[src/rtl/pipeline_ctrl_pkg.sv]
// Shared constants and types for the pipeline stall/flush controller.
package pipeline_ctrl_pkg;

    localparam int unsigned PAUSE_W = 6;
    localparam int unsigned ADDR_W  = 32;
    localparam int unsigned EXC_W   = 5;

    localparam logic [PAUSE_W-1:0] PAUSE_NONE = 6'b000000;
    localparam logic [PAUSE_W-1:0] PAUSE_IF   = 6'b000011;
    localparam logic [PAUSE_W-1:0] PAUSE_ID   = 6'b000111;
    localparam logic [PAUSE_W-1:0] PAUSE_EX   = 6'b001111;
    localparam logic [PAUSE_W-1:0] PAUSE_MEM  = 6'b011111;

    localparam logic [EXC_W-1:0]  EXC_ERET             = 5'h1F;
    localparam logic [ADDR_W-1:0] EXC_ENTRY_ADDR       = 32'hBFC0_0380;
    localparam logic [ADDR_W-1:0] TLB_REFILL_ENTRY_ADDR = 32'hBFC0_0200;

    typedef enum logic [1:0] {
        ST_IDLE     = 2'd0,
        ST_WAIT_IF  = 2'd1,
        ST_REDIRECT = 2'd2
    } state_t;

endpackage

[src/rtl/pipeline_ctrl_pause_encoder.sv]
// Priority encoder: deepest stalling stage selects the pause vector.
module pause_encoder
    import pipeline_ctrl_pkg::*;
(
    input  logic               stall_if,
    input  logic               stall_id,
    input  logic               stall_ex,
    input  logic               stall_mem,
    output logic [PAUSE_W-1:0] pause
);

    always_comb begin
        pause = PAUSE_NONE;
        if (stall_mem)     pause = PAUSE_MEM;
        else if (stall_ex) pause = PAUSE_EX;
        else if (stall_id) pause = PAUSE_ID;
        else if (stall_if) pause = PAUSE_IF;
    end

endmodule

[src/rtl/pipeline_ctrl.sv]
// Stall/flush controller: merges stage stalls, flushes on exception/ERET,
// holds the redirect until fetch can accept it, counts stall cycles.
module pipeline_ctrl
    import pipeline_ctrl_pkg::*;
#(
    parameter logic [ADDR_W-1:0] EXC_ENTRY        = EXC_ENTRY_ADDR,
    parameter logic [ADDR_W-1:0] TLB_REFILL_ENTRY = TLB_REFILL_ENTRY_ADDR,
    parameter int unsigned       CNT_W            = 32
) (
    input  logic               clk,
    input  logic               rst,
    input  logic               stall_if,
    input  logic               stall_id,
    input  logic               stall_ex,
    input  logic               stall_mem,
    input  logic               exc_valid,
    input  logic [EXC_W-1:0]   exc_code,
    input  logic               exc_tlb_refill,
    input  logic [ADDR_W-1:0]  cp0_epc,
    output logic [PAUSE_W-1:0] pause,
    output logic               clear,
    output logic               redirect_valid,
    output logic [ADDR_W-1:0]  redirect_pc,
    output logic [CNT_W-1:0]   stall_cycles
);

    state_t             state;
    logic [PAUSE_W-1:0] req_pause;
    logic [ADDR_W-1:0]  target_pc;

    pause_encoder u_pause_encoder (
        .stall_if  (stall_if),
        .stall_id  (stall_id),
        .stall_ex  (stall_ex),
        .stall_mem (stall_mem),
        .pause     (req_pause)
    );

    always_comb begin
        target_pc = EXC_ENTRY;
        if (exc_code == EXC_ERET)  target_pc = cp0_epc;
        else if (exc_tlb_refill)   target_pc = TLB_REFILL_ENTRY;
    end

    // Zero-latency outputs; a flush always overrides any stall request.
    always_comb begin
        pause          = req_pause;
        clear          = 1'b0;
        redirect_valid = 1'b0;
        if (rst) begin
            pause = PAUSE_NONE;
        end else begin
            case (state)
                ST_IDLE: begin
                    if (exc_valid) begin
                        clear = 1'b1;
                        pause = PAUSE_NONE;
                    end
                end
                ST_WAIT_IF: begin
                    pause = req_pause | PAUSE_IF;
                end
                ST_REDIRECT: begin
                    clear          = 1'b1;
                    redirect_valid = 1'b1;
                    pause          = PAUSE_NONE;
                end
                default: pause = req_pause;
            endcase
        end
    end

    // FSM, redirect latch and stall counter.
    always_ff @(posedge clk) begin
        if (rst) begin
            state        <= ST_IDLE;
            redirect_pc  <= '0;
            stall_cycles <= '0;
        end else begin
            if (pause != PAUSE_NONE) stall_cycles <= stall_cycles + CNT_W'(1);
            case (state)
                ST_IDLE: begin
                    if (exc_valid) begin
                        redirect_pc <= target_pc;
                        state       <= stall_if ? ST_WAIT_IF : ST_REDIRECT;
                    end
                end
                ST_WAIT_IF: begin
                    if (!stall_if) state <= ST_REDIRECT;
                end
                ST_REDIRECT: state <= ST_IDLE;
                default:     state <= ST_IDLE;
            endcase
        end
    end

endmodule

[config.mk]
export PLATFORM = sky130hd
export DESIGN_NAME = pipeline_ctrl
export DESIGN_NICKNAME = d
export VERILOG_FILES = /design/src/rtl/pipeline_ctrl_pkg.sv /design/src/rtl/pipeline_ctrl_pause_encoder.sv /design/src/rtl/pipeline_ctrl.sv
export SDC_FILE = /design/constraint.sdc
export NUM_CORES = 1
export LEC_CHECK = 0
export CAP_MARGIN = 20
export CORE_AREA = 5 5 100 83
export CTS_CLUSTER_SIZE = 25
export DETAILED_ROUTE_END_ITERATION = 16
export DIE_AREA = 0 0 105 88
export PLACE_DENSITY = 0.74
export SLEW_MARGIN = 40
export SYNTH_ARGS = -nofsm -noshare
export SYNTH_HDL_FRONTEND = slang
export SYNTH_SLANG_ARGS = --single-unit
[constraint.sdc]
create_clock -name clk -period 2.6 [get_ports clk]
set_input_delay 0.52 -clock clk [delete_from_list [all_inputs] [get_ports clk]]
set_output_delay 0.52 -clock clk [all_outputs]
set_load 0.01 [all_outputs]
==> flow_summary_export.csv <==
group,metric,value,unit
cells_and_area,drive_gt1_frac,0.0964,
critical_path,cpMaxStageDelayCell,"clkdlybuf4s50_1",
route,drc,0,
sta,fin_worst_skew,0.00713,ns
logic_synthesis,synth_compound_gate_area_share,0.112,
critical_path,cp-startpoint,"exc_valid",
logic_synthesis,synthMuxAreaShare,0.00361,
floorplanning,row_count,28,
clock_tree,cts_tree,"done",
cells_and_area,multi_input_area,1340,µm²
logic_synthesis,syn-cell-area,2770,µm²
global_routing,grt_pass1_vias,2744,
sta,maxSlewViolCount,0,
logic_synthesis,syn_avg_cell_area,8.15,µm²
critical_path,startpoint_type,"primary input",
route,drt-vias-per-instance,5.07,
logic_synthesis,synth_nets,386,
cells_and_area,finalCoreUtilization,0.598,
logic_synthesis,ys_warn_count,0,
critical_path,r2r_cells,7,
logic_synthesis,synth_cell_types,34,
clock_tree,htreeDepth,3,
logic_synthesis,synthArstFlopShare,0,
global_routing,grt_max_degree,36,
power,ir_drop,0.356,mV
clock_tree,clock-sinks,66,
clock_tree,hold_buffers,0,
clock_tree,clock_latency,0.33,ns
logic_synthesis,synthTopCellsByCount,"dfxtp_1, a21oi_1, nor2_1",
sta,hold_ws,0.450,ns
place,dp_hpwl,5.89,mm
critical_path,crit_type,"primary input to output port",
floorplanning,die_h,88,µm
critical_path,cpMostUsedCell,"buf_4",
cells_and_area,fin_nets,509,
logic_synthesis,synth_most_common_cell,"dfxtp_1",
floorplanning,start_util,0.384,
sta,clock.fmax,0.394,GHz
clock_tree,root_buffer,"clkbuf_8",
floorplanning,num_io_pins,117,
route,drtIter0Drc,77,
global_routing,grt.overflow.total,0,
logic_synthesis,synth_edf_count,0,
critical_path,rr_startpoint,"stall_cycles[0]",
outcome,status,"finished, final reports clean",
logic_synthesis,synthAdderAreaFrac,0.00451,
logic_synthesis,synth_top_area_frac,0.477,
critical_path,cp_cell_sequence,"clkdlybuf4s50_1 -> o21ba_4 -> buf_4 -> a311oi_2 -> buf_4 -> buf_4 -> dlygate4sd2_1",
global_routing,grt_pass1_wl,13.1,mm
place,gp_congestion,0.837,
clock_tree,cts_inserted_buffers,9,
logic_synthesis,ys_seq_area_frac,0.477,
power,p_per_area,502,nW/µm²
sta,rsz0062_at_grt,"false",
clock_tree,path_clk_slew,0.06,ns
cells_and_area,nFillCells,652,
route,dr.pass1.iters,4,
sta,setup_viol,0,
critical_path,reg2reg_to,"stall_cycles[24]",
sta,hold_viol,0,
critical_path,crit_family,"buffers and inverters",
critical_path,max_stage_delay,0.43,ns
cells_and_area,insertedDiodeCount,0,
critical_path,cp-endpoint,"pause[0]",
logic_synthesis,synthTopCellsByArea,"dfxtp_1, a21oi_1, nor2_1, nor3_1, nand3_1",
logic_synthesis,synth_simple_gate_area_frac,0.309,
logic_synthesis,ys.flop_type,"dfxtp_1",
clock_tree,clk_path_buf_depth,2,
logic_synthesis,yosysTopAreaCell,"dfxtp_1",
floorplanning,fp.dieW,105,µm
critical_path,cp.arrival,2.02,ns
critical_path,worst-path-buf-inv,5,
logic_synthesis,synth_top_family_by_area,"simple AND/OR/NAND/NOR gates",
global_routing,grt_usage,0.173,
critical_path,reg2reg_slack,0.24,ns
logic_synthesis,yosys_register_bits,66,
worst_hold_path,hold_class,"register to register",
power,p_leak,1.49,nW
logic_synthesis,synth_xor_area_frac,0.0474,
floorplanning,dieArea,9240,µm²
critical_path,cp-end-kind,"output port",
global_routing,antenna_found_initial,0,
critical_path,critical_path_depth,7,
route,wl_per_cell,14.4,µm
logic_synthesis,syn_inst,340,
sta,post-route-min-period,2.54,ns
cells_and_area,seq_area,1320,µm²
place,portBuffers,115,
route,num_vias,2825,
critical_path,required,2.08,ns
route,antenna_left,0,
power,power,2.16,mW
critical_path,cp_max_fo,5,
run,cap_violations,0,
sta,layout_worst_path_cycle_share,0.975,
route,totalWireLength,8.03,mm
floorplanning,core-area,7220,µm²
cells_and_area,syn2layout_area_growth,55.6,%
-- what timing repair did --
| action | CTS | global route |
|---|---|---|
| setup buffers | 1 | 0 |
| setup endpoints to repair | 4 | 5 |
| resized for setup | 4 | 5 |
-- metrics by stage --
step | worst slack [ns] | cells | TNS [ns] | cell area (µm²)
floorplan | 0.199 | 340 | 0 | 2770
global placement | -0.206 | 541 | -1.89 | 4090
detailed placement | -0.242 | 541 | -2.51 | 4090
CTS | 0.00331 | 557 | 0 | 4290
global route | 0.00465 | 557 | 0 | 4310
finish | 0.0638 | 557 | 0 | 4310
-- final cells by class --
| cell class | count | share of cell area |
|---|---|---|
| Sequential cell | 66 | 0.306 |
| Clock buffer | 13 | 0.0392 |
| Tap cell | 90 | 0.0261 |
| Inverter | 6 | 0.00522 |
| Timing Repair Buffer | 137 | 0.303 |
| Multi-Input combinational cell | 243 | 0.312 |
| Clock inverter | 2 | 0.00812 |
-- placed cells by master (no fill, tap or decap), types with 2 or more instances in the layout --
cell type	Yosys	final
nand4_1	7	7
and3_1	3	3
nand3_1	25	25
o31ai_1	4	4
clkdlybuf4s50_1	0	109
nand2_1	33	33
and2_1	3	3
and4_1	2	2
nor2_1	35	35
nor3_1	26	25
xor2_1	9	9
a211oi_1	2	2
dfxtp_1	66	66
dlygate4sd2_1	0	4
nor4_1	5	5
or4_4	1	2
o21ai_0	12	12
or4b_2	2	2
or4_1	5	4
clkbuf_8	0	12
nor3b_1	2	2
buf_4	2	22
a21oi_1	36	35
or3_1	17	17
xnor2_1	6	6
inv_1	6	6
-- worst min-delay path by stage --
stage / from / endpoint / depth (start not counted) / slack [ns]
2_1_floorplan: redirect_pc[0] / redirect_pc[0] / 2 / 0.48
3_3_place_gp: redirect_pc[1] / redirect_pc[1] / 2 / 0.44
3_5_place_dp: redirect_pc[3] / redirect_pc[3] / 2 / 0.44
4_1_cts: redirect_pc[3] / redirect_pc[3] / 2 / 0.45
5_1_grt: redirect_pc[3] / redirect_pc[3] / 2 / 0.47
6_report: redirect_pc[3] / redirect_pc[3] / 2 / 0.45
-- worst register-to-register path, delay by kind of cell, from the launching register on --
| kind | cells | cell delay, ns |
|---|---|---|
| simple gates | 4 | 1.33 |
| fa+ha+maj | 1 | 0.23 |
| buf+inv | 1 | 0.17 |
| compound gates | 1 | 0.15 |
| flops | 1 | 0.40 |
-- layer usage --
layer | global-route usage | vias to the layer above | wire length (µm)
met5 | 0 | - | 0
met3 | 0.0508 | 8 | 410
met4 | 0.0592 | 0 | 94
met2 | 0.291 | 75 | 3950
met1 | 0.214 | 1309 | 3580
li1 | - | 1433 | -
-- where the power goes --
| part | total [mW] | internal (mW) | switching [mW] |
|---|---|---|---|
| clock | 0.870 | 0.515 | 0.355 |
| combinational | 0.246 | 0.137 | 0.109 |
| sequential | 1.05 | 1.03 | 0.0151 |
| total | 2.16 | 1.68 | 0.479 |
-- registers in the layout (all words and copies together), names as in the netlist --
register      flops
redirect_pc      32
stall_cycles     32
state             2
-- logic make-up after synthesis --
kind of cell / Yosys count
multiplexers: 1
AO/OA/AOI/OAI: 56
other: 1
flip-flops: 66
buffers and inverters: 31
AND/OR/NAND/NOR: 169
adder cells (fa/ha/maj): 1
XOR/XNOR: 15
No activity file was read; power rests on OpenSTA's default activity.
